`src/rtl/app_us_timer_if.sv`:
```
// Client/timer handshake bundle: request level plus delay in, busy/ack/done pulses out.
// With TIMER_REMAIN_EN defined the bundle also carries the remaining-µs readout.
interface app_us_timer_if;
  logic [31:0] I_app_timer_us;
  logic        I_app_req;
  logic        O_app_busy;
  logic        O_app_ack;
  logic        O_app_done;
`ifdef TIMER_REMAIN_EN
  logic [31:0] O_app_remain_us;

  modport master (
    output I_app_timer_us,
    output I_app_req,
    input  O_app_busy,
    input  O_app_ack,
    input  O_app_done,
    input  O_app_remain_us
  );

  modport slave (
    input  I_app_timer_us,
    input  I_app_req,
    output O_app_busy,
    output O_app_ack,
    output O_app_done,
    output O_app_remain_us
  );
`else
  modport master (
    output I_app_timer_us,
    output I_app_req,
    input  O_app_busy,
    input  O_app_ack,
    input  O_app_done
  );

  modport slave (
    input  I_app_timer_us,
    input  I_app_req,
    output O_app_busy,
    output O_app_ack,
    output O_app_done
  );
`endif
endinterface

```
`src/rtl/app_us_timer.sv`:
```
// µs delay timer: ack one cycle after a request edge, done max(N,1)*CLK_FRE cycles after ack.
// No backpressure; edges seen while running are dropped. TIMER_REMAIN_EN adds O_app_remain_us.
module app_us_timer #(
  parameter int CLK_FRE = 50,
  parameter int LOOP    = 0
) (
  input  logic            I_Clk,
  input  logic            I_rst_n,
  app_us_timer_if.slave   app
);

  localparam int PW = (CLK_FRE > 1) ? $clog2(CLK_FRE) : 1;
  localparam logic [PW-1:0] PRE_MAX = PW'(CLK_FRE - 1);

  typedef enum logic {ST_IDLE, ST_RUN} state_t;

  state_t        state_q, state_d;
  logic          req_dly_q, req_dly_d;
  logic [PW-1:0] presc_q, presc_d;
  logic [31:0]   us_cnt_q, us_cnt_d;
  logic [31:0]   n_q, n_d;
  logic          ack_q, ack_d;
  logic          done_q, done_d;
`ifdef TIMER_REMAIN_EN
  logic [31:0]   remain_q, remain_d;
  logic [31:0]   remain_base;
`endif

  logic          req_edge;
  logic          reload;
  logic          leaving;
  logic          wrap;
  logic          hit;
  logic [31:0]   n_in;
  logic [31:0]   n_cmp;
  logic          busy;

  function automatic logic [31:0] clamp_n(input logic [31:0] v);
    return (v == 32'd0) ? 32'd1 : v;
  endfunction

  always_ff @(posedge I_Clk or negedge I_rst_n) begin
    if (!I_rst_n) begin
      state_q   <= ST_IDLE;
      req_dly_q <= 1'b0;
      presc_q   <= '0;
      us_cnt_q  <= '0;
      n_q       <= '0;
      ack_q     <= 1'b0;
      done_q    <= 1'b0;
`ifdef TIMER_REMAIN_EN
      remain_q  <= '0;
`endif
    end else begin
      state_q   <= state_d;
      req_dly_q <= req_dly_d;
      presc_q   <= presc_d;
      us_cnt_q  <= us_cnt_d;
      n_q       <= n_d;
      ack_q     <= ack_d;
      done_q    <= done_d;
`ifdef TIMER_REMAIN_EN
      remain_q  <= remain_d;
`endif
    end
  end

  // The done cycle doubles as cycle 0 of the next period: the final wrap
  // clears the µs counter, so a reload only needs to re-latch N.
  always_comb begin
    req_edge  = app.I_app_req & ~req_dly_q;
    n_in      = clamp_n(app.I_app_timer_us);
    reload    = (LOOP != 0) && done_q && app.I_app_req;
    leaving   = done_q && !reload;
    n_cmp     = reload ? n_in : n_q;
    wrap      = (presc_q == PRE_MAX);
    hit       = (state_q == ST_RUN) && !leaving && wrap && (us_cnt_q == n_cmp - 32'd1);

    state_d   = state_q;
    req_dly_d = app.I_app_req;
    presc_d   = presc_q;
    us_cnt_d  = us_cnt_q;
    n_d       = n_q;
    ack_d     = 1'b0;
    done_d    = 1'b0;

    case (state_q)
      ST_IDLE: begin
        if (req_edge) begin
          state_d  = ST_RUN;
          n_d      = n_in;
          presc_d  = '0;
          us_cnt_d = '0;
          ack_d    = 1'b1;
        end
      end
      ST_RUN: begin
        if (leaving) begin
          state_d  = ST_IDLE;
          presc_d  = '0;
          us_cnt_d = '0;
          n_d      = '0;
        end else begin
          n_d     = n_cmp;
          presc_d = wrap ? '0 : presc_q + PW'(1);
          if (hit) begin
            done_d   = 1'b1;
            us_cnt_d = '0;
          end else if (wrap) begin
            us_cnt_d = us_cnt_q + 32'd1;
          end
        end
      end
      default: state_d = ST_IDLE;
    endcase
  end

`ifdef TIMER_REMAIN_EN
  always_comb begin
    remain_base = reload ? n_in : remain_q;
    remain_d    = '0;
    if (state_q == ST_IDLE) begin
      remain_d = req_edge ? n_in : 32'd0;
    end else if (!leaving) begin
      if (hit)
        remain_d = '0;
      else if (wrap)
        remain_d = remain_base - 32'd1;
      else
        remain_d = remain_base;
    end
  end

  assign app.O_app_remain_us = remain_q;
`endif

  always_comb begin
    busy = (state_q == ST_RUN);
  end

  assign app.O_app_busy = busy;
  assign app.O_app_ack  = ack_q;
  assign app.O_app_done = done_q;

endmodule

```
`src/flat_wrapper.sv`:
```
// flat-port wrapper written by rule: the top's interface ports become plain ports
module app_us_timer_flat 
#(
  parameter int CLK_FRE = 50,
  parameter int LOOP    = 0
)
  (I_Clk, I_rst_n, app_I_app_timer_us, app_I_app_req, app_O_app_busy, app_O_app_ack, app_O_app_done);
  app_us_timer_if app_i ();
  input  logic I_Clk;
  input  logic I_rst_n;
  input wire logic [$bits(app_i.I_app_timer_us)-1:0] app_I_app_timer_us;
  input wire logic [$bits(app_i.I_app_req)-1:0] app_I_app_req;
  output wire logic [$bits(app_i.O_app_busy)-1:0] app_O_app_busy;
  output wire logic [$bits(app_i.O_app_ack)-1:0] app_O_app_ack;
  output wire logic [$bits(app_i.O_app_done)-1:0] app_O_app_done;
  assign app_i.I_app_timer_us = app_I_app_timer_us;
  assign app_i.I_app_req = app_I_app_req;
  assign app_O_app_busy = app_i.O_app_busy;
  assign app_O_app_ack = app_i.O_app_ack;
  assign app_O_app_done = app_i.O_app_done;
  app_us_timer #(.CLK_FRE(CLK_FRE), .LOOP(LOOP)) u_core (.I_Clk(I_Clk), .I_rst_n(I_rst_n), .app(app_i));
endmodule
```
`config.mk`:
```
export PLATFORM = sky130hd
export DESIGN_NAME = app_us_timer_flat
export DESIGN_NICKNAME = d
export VERILOG_FILES = /design/src/rtl/app_us_timer_if.sv /design/src/rtl/app_us_timer.sv /design/src/flat_wrapper.sv
export SDC_FILE = /design/constraint.sdc
export NUM_CORES = 1
export LEC_CHECK = 0
export CORE_ASPECT_RATIO = 1.4
export CORE_MARGIN = 2
export CORE_UTILIZATION = 30
export DETAILED_ROUTE_END_ITERATION = 16
export GPL_ROUTABILITY_DRIVEN = 0
export PLACE_DENSITY = 0.57
export SKIP_CTS_REPAIR_TIMING = 1
export SLEW_MARGIN = 20
export SYNTH_ARGS = -nofsm -noshare
export SYNTH_HDL_FRONTEND = slang
export SYNTH_SLANG_ARGS = --single-unit
```
`constraint.sdc`:
```
create_clock -name I_Clk -period 3.3 [get_ports I_Clk]
set_clock_uncertainty 0.2 [all_clocks]
set_input_delay 0.66 -clock I_Clk [delete_from_list [all_inputs] [get_ports I_Clk]]
set_output_delay 0.66 -clock I_Clk [all_outputs]
set_load 0.01 [all_outputs]
```
# Yosys cells after proc, flatten, opt, wreduce, memory -nomap -nowiden
# Index checks and enable logic that the tools add are counted.
dict set report word_totals {
  regBits 74
  inputBits 35
  elab_cells 45
}
dict set report op_classes {
  n_addsub 3
  n_eq_ne 5
  n_mux 20
  bitwise 3
  reduce_logical 7
}
# op count
set op_table {}
lappend op_table {{$mux W32} 7}
lappend op_table {{$pmux W32 S2} 2}
lappend op_table {{$add A32 B1 Y32 const B} 1}
lappend op_table {{$eq A32 B32 Y1} 1}
lappend op_table {{$logic_not A32 Y1} 1}
lappend op_table {{$sub A32 B1 Y32 const B} 1}
lappend op_table {{$mux W6} 3}
lappend op_table {{$pmux W6 S2} 1}
lappend op_table {{$add A6 B1 Y6 const B} 1}
lappend op_table {{$eq A6 B6 Y1 const B} 1}
lappend op_table {{$mux W1} 6}
lappend op_table {{$ne A4 B4 Y1 const B} 1}
lappend op_table {{$reduce_and A2 Y1} 2}
lappend op_table {{$logic_and A1 B1 Y1} 3}
lappend op_table {{$ne A2 B1 Y1 const B} 1}
lappend op_table {{$ne A2 B2 Y1 const B} 1}
lappend op_table {{$not A1 Y1} 2}
lappend op_table {{$pmux W1 S2} 1}
lappend op_table {{$and A1 B1 Y1} 1}
lappend op_table {{$logic_not A1 Y1} 1}

# Longest topological paths before layout
# Gate-level depths: netlist of run 1.
dict set report depth {
  depth_word 7
  ltp_mapped 13
  depth_no_buf 11
}

# Worst setup path before layout of run 1
# No wires, ideal clock.
dict set report synth_path {
  path_type {reg2reg}
  start {reg u_core.n_q[5] (netlist: u_core.n_cmp[5])}
  end {reg u_core.us_cnt_q[4]}
  setup_time_ns 0.138
  arrival_ns 3.049
  required_ns 2.962
  slack_ns -0.088
  stages_incl_launch_ff 12
  period_less_slack_ns 3.388
  cell_sequence {dfrtp_1 clkbuf_1 or4_1 or4_1 nor3_2 nor3b_2 xor2_1 nor4b_1 nand4_2 buf_4 a41oi_1 a31oi_1}
}
dict set report synth_between {
  elab_chain_cells 6
}
# item line_no
set synth_rtl {}
lappend synth_rtl {{start: declaration} app_us_timer.sv:21} ;# logic [31:0] n_q, n_d;
lappend synth_rtl {{start signal: assignment} app_us_timer.sv:59} ;# n_q <= n_d;
lappend synth_rtl {{$sub A32 B1 Y32 *} app_us_timer.sv:77} ;# hit = (state_q == ST_RUN) && !leaving && wrap && (us_cnt_q == n_cmp - 32'd1);
lappend synth_rtl {{$eq A32 B32 Y1 *} app_us_timer.sv:77}
lappend synth_rtl {{$logic_and A1 B1 Y1 *} app_us_timer.sv:77}
lappend synth_rtl {{$mux W32} app_us_timer.sv:106} ;# if (hit) begin
lappend synth_rtl {{$mux W32} app_us_timer.sv:98} ;# if (leaving) begin
lappend synth_rtl {{$pmux W32 S2} app_us_timer.sv:87} ;# case (state_q)
lappend synth_rtl {{end signal: assignment} app_us_timer.sv:58} ;# us_cnt_q <= us_cnt_d;
lappend synth_rtl {{end: declaration} app_us_timer.sv:20} ;# logic [31:0] us_cnt_q, us_cnt_d;
# Every way passes the cells marked *; elsewhere a longest branch is shown, timed or not.
# A chain may end at the register's enable or synchronous reset.

# Worst setup path after layout of run 1
dict set report layout_path {
  start {reg u_core.n_q[0] (netlist: u_core.n_cmp[0])}
  end {reg u_core.us_cnt_q[28]}
}
# Same word-level chain as after synthesis.

==> run metrics, run 1 <==
outcome=finished with violations; violated checks=setup timing; RSZ-0062 raised after global routing=yes; met2 Track Usage GR=0.307; register area share after synthesis=0.388; largest net degree at the start of global routing=75; Ant. Diodes=0; starting density of the core=0.306; design area=about 0.0063 mm2; Placed Area=around 0.0057 mm2; clk root buf=clkbuf_16; synthesized area=between 0.004 and 0.005 mm2; most frequent cells in the layout=dfrtp_1 (74), nand2_1 (60), buf_4 (52), nor2_1 (40); Post-synth EDFFs=0; global route hottest layer=met2; post-synthesis register bit count=74; multi-input logic area=between 0.002 and 0.003 mm2; Sink Count=74; core area=0.0156 mm2; syn_nets=581; Layout fillers=around 1500; Hold Vio Cnt, Final=0; Leak Pwr=between 2 and 3 nW; First-pass DRT Iterations=4; Ports=38; total CTS buffers=9; nature of the critical path startpoint=flop; Final setup violation count=33; fraction of layout cells with a size suffix above 1=0.198; kind of critical path=reg -> reg; worst-margin pin slew=about 0.70 ns; Die H=about 150 um; FMAX=0.289 GHz; Post-synth ARST share=1.00; most used cell, CP=a31oi_1; total global-route track usage=0.168; GR Util met1=0.194; vias per cell=approximately 5.6; commonest non-fill, non-tap cell in the layout=dfrtp_1; sequential cell area=~0.0019 mm2; endpoint type of the worst setup path=flop; first-pass GRT wire length=around 23 mm; remaining antenna violation count=0; # nets final=between 600 and 700; Mapped Cells=542; Hold Path Class=in -> async; vias in the first global route=roughly 4600; met3 global-route usage=0.0238; critical path, cell by cell=or4_4 -> or3_1 -> mux4_2 -> and3_4 -> nand4b_1 -> nor4_2 -> nand4_2 -> buf_6 -> clkbuf_16 -> a31oi_1 -> a31oi_1; # Max-Cap Violations=0; die area=0.0169 mm2; Slew headroom=0.533; synth warn=0; Clock Latency Late Sink=~0.34 ns; Clock Path Buffers=2; Worst-path clk slew=approximately 0.060 ns; 1st-iter DRT viols=approximately 380; worst-path fanout max=15; Worst EP arrival=between 3 and 4 ns; num rows=54; H-tree depth=3; IO buf count=37; Slowest-stage cell, CP=or4_4; TritonCTS clock tree=done; Worst EP required=3.31 ns; Detailed Route WL=between 10 and 15 mm; Min Clock Period, post-route=between 3 and 4 ns; ys flop type=dfrtp_1; Avg Inst Size Synth=approximately 8.8 um2; fin. max-slew vios=0; CP peak stage delay=0.53 ns; routed len/inst=about 18 um; Vias=between 4000 and 5000; synth unique cells=between 50 and 60; initial antenna violation count=0; post-layout util=0.406; Max IR drop VDD=roughly 0.25 mV; DRC viols=0; Final Cycle Share=1.05; power per cell area=370 mW/mm2; gr ovfl total=0; final worst-path setup slack=-0.164 ns; Layout area overhead=32.8%; dpl hpwl=approximately 10 mm; die width=about 110 um
-- through the flow --
stage	instances	hold slack (ns)	TNS [ns]	worst slack, ns	total power (W)
6_report	816	0.137	-3.34	-0.164	0.00234
5_1_grt	816	0.196	-8.08	-0.300	0.00243
4_1_cts	810	0.323	-5.86	-0.242	0.00236
3_5_place_dp	794	0.327	-5.49	-0.240	0.00123
3_3_place_gp	794	0.313	-1.24	-0.107	0.00122
2_1_floorplan	542	0.164	0	0.0177	0.00109
-- worst paths after layout --
kind	from	endpoint	slack [ns]	cells past startpoint
setup reg to reg	u_core.n_cmp[0]	u_core.us_cnt_q[28]	-0.16	11
max in group asynchronous	I_rst_n	u_core.n_cmp[2]	2.26	1
min in group I_Clk	u_core.n_cmp[29]	u_core.n_cmp[29]	0.34	1
hold reg to reg	u_core.n_cmp[29]	u_core.n_cmp[29]	0.34	1
hold / removal	I_rst_n	u_core.presc_q[1]	0.14	1
setup / recovery	u_core.n_cmp[0]	u_core.us_cnt_q[28]	-0.16	11
-- state kept, by name, indices dropped and copies added (netlist names) --
name,cells
u_core.app.O_app_ack,1
u_core.app.O_app_busy,1
u_core.app.O_app_done,1
u_core.n_cmp,32
u_core.presc_q,6
u_core.req_dly_q,1
u_core.us_cnt_q,32
-- routing by layer --
metal / share of wire / routed length (um)
met1: 0.41 / 6020
met3: 0.036 / 534
met5: 0 / 0
met2: 0.53 / 7850
met4: 0.025 / 370
-- kinds of logic after synthesis --
| logic type | Yosys count | share of synthesized area |
|---|---|---|
| adder cells (fa/ha/maj) | 4 | 0.0105 |
| flip-flops | 74 | 0.388 |
| AO/OA/AOI/OAI | 116 | 0.177 |
| AND/OR/NAND/NOR | 256 | 0.289 |
| buffers and inverters | 38 | 0.0323 |
| multiplexers | 4 | 0.0113 |
| XOR/XNOR | 50 | 0.0918 |
-- where the power goes --
part / switching, W / internal [W] / total, W
logic: 0.000131 / 0.000143 / 0.000274
clock network: 0.000400 / 0.000723 / 0.00112
registers: 0.0000197 / 0.000928 / 0.000948
total: 0.000551 / 0.00179 / 0.00234
-- critical path: cells and delay by family (launching register included) --
family | cells | cell delay (ns)
buf+inv | 2 | 0.36
flops | 1 | 0.41
mux | 1 | 0.46
compound gates | 2 | 0.23
simple gates | 6 | 1.67
-- cells in the mapped netlist, types with 4 or more instances --
| master | n | area share |
|---|---|---|
| nand3_1 | 32 | 0.034 |
| a31oi_1 | 44 | 0.058 |
| or3_1 | 8 | 0.010 |
| o21ai_0 | 13 | 0.014 |
| and3_1 | 16 | 0.021 |
| or2_2 | 4 | 0.0052 |
| or4_1 | 10 | 0.016 |
| nor4_1 | 24 | 0.031 |
| a21oi_1 | 7 | 0.0073 |
| dfrtp_1 | 74 | 0.39 |
| nor2b_1 | 4 | 0.0052 |
| nor3_1 | 16 | 0.017 |
| a21o_1 | 4 | 0.0063 |
| nor2_1 | 41 | 0.032 |
| buf_2 | 6 | 0.0063 |
| clkbuf_1 | 26 | 0.020 |
| inv_1 | 4 | 0.0031 |
| ha_1 | 4 | 0.010 |
| nand2b_1 | 4 | 0.0052 |
| nand4_1 | 12 | 0.016 |
| nand2_1 | 60 | 0.047 |
| a41oi_2 | 4 | 0.014 |
| xnor2_1 | 28 | 0.051 |
| a22o_1 | 31 | 0.057 |
| xor2_1 | 22 | 0.040 |
-- cell type report --
| type | count | share of cell area |
|---|---|---|
| clock inverter | 4 | 0.0115 |
| sequential | 74 | 0.292 |
| inverter | 4 | 0.00237 |
| multi-input combinational | 430 | 0.472 |
| timing repair buffer | 96 | 0.141 |
| clock buffer | 12 | 0.0421 |
| tap | 196 | 0.0387 |
(Power assumes the default switching activity.)
==> run 2: changes to the inputs <==
--- a/config.mk
+++ b/config.mk
@@ -10,6 +10,7 @@
 export CORE_UTILIZATION = 30
 export DETAILED_ROUTE_END_ITERATION = 16
 export GPL_ROUTABILITY_DRIVEN = 0
+export HOLD_SLACK_MARGIN = 0.05
 export PLACE_DENSITY = 0.57
 export SKIP_CTS_REPAIR_TIMING = 1
 export SLEW_MARGIN = 20
==> results of run 2 <==
No change in the layout: final DEF, timing and power equal those of run 1.
==> run 3: changes to the inputs <==
--- a/config.mk
+++ b/config.mk
@@ -5,6 +5,7 @@
 export SDC_FILE = /design/constraint.sdc
 export NUM_CORES = 1
 export LEC_CHECK = 0
+export CAP_MARGIN = 20
 export CORE_ASPECT_RATIO = 1.4
 export CORE_MARGIN = 2
 export CORE_UTILIZATION = 30
@@ -13,7 +14,7 @@
 export HOLD_SLACK_MARGIN = 0.05
 export PLACE_DENSITY = 0.57
 export SKIP_CTS_REPAIR_TIMING = 1
-export SLEW_MARGIN = 20
+export SLEW_MARGIN = 30
 export SYNTH_ARGS = -nofsm -noshare
 export SYNTH_HDL_FRONTEND = slang
 export SYNTH_SLANG_ARGS = --single-unit
==> results of run 3 <==
No change in the layout: final DEF, timing and power equal those of run 1.
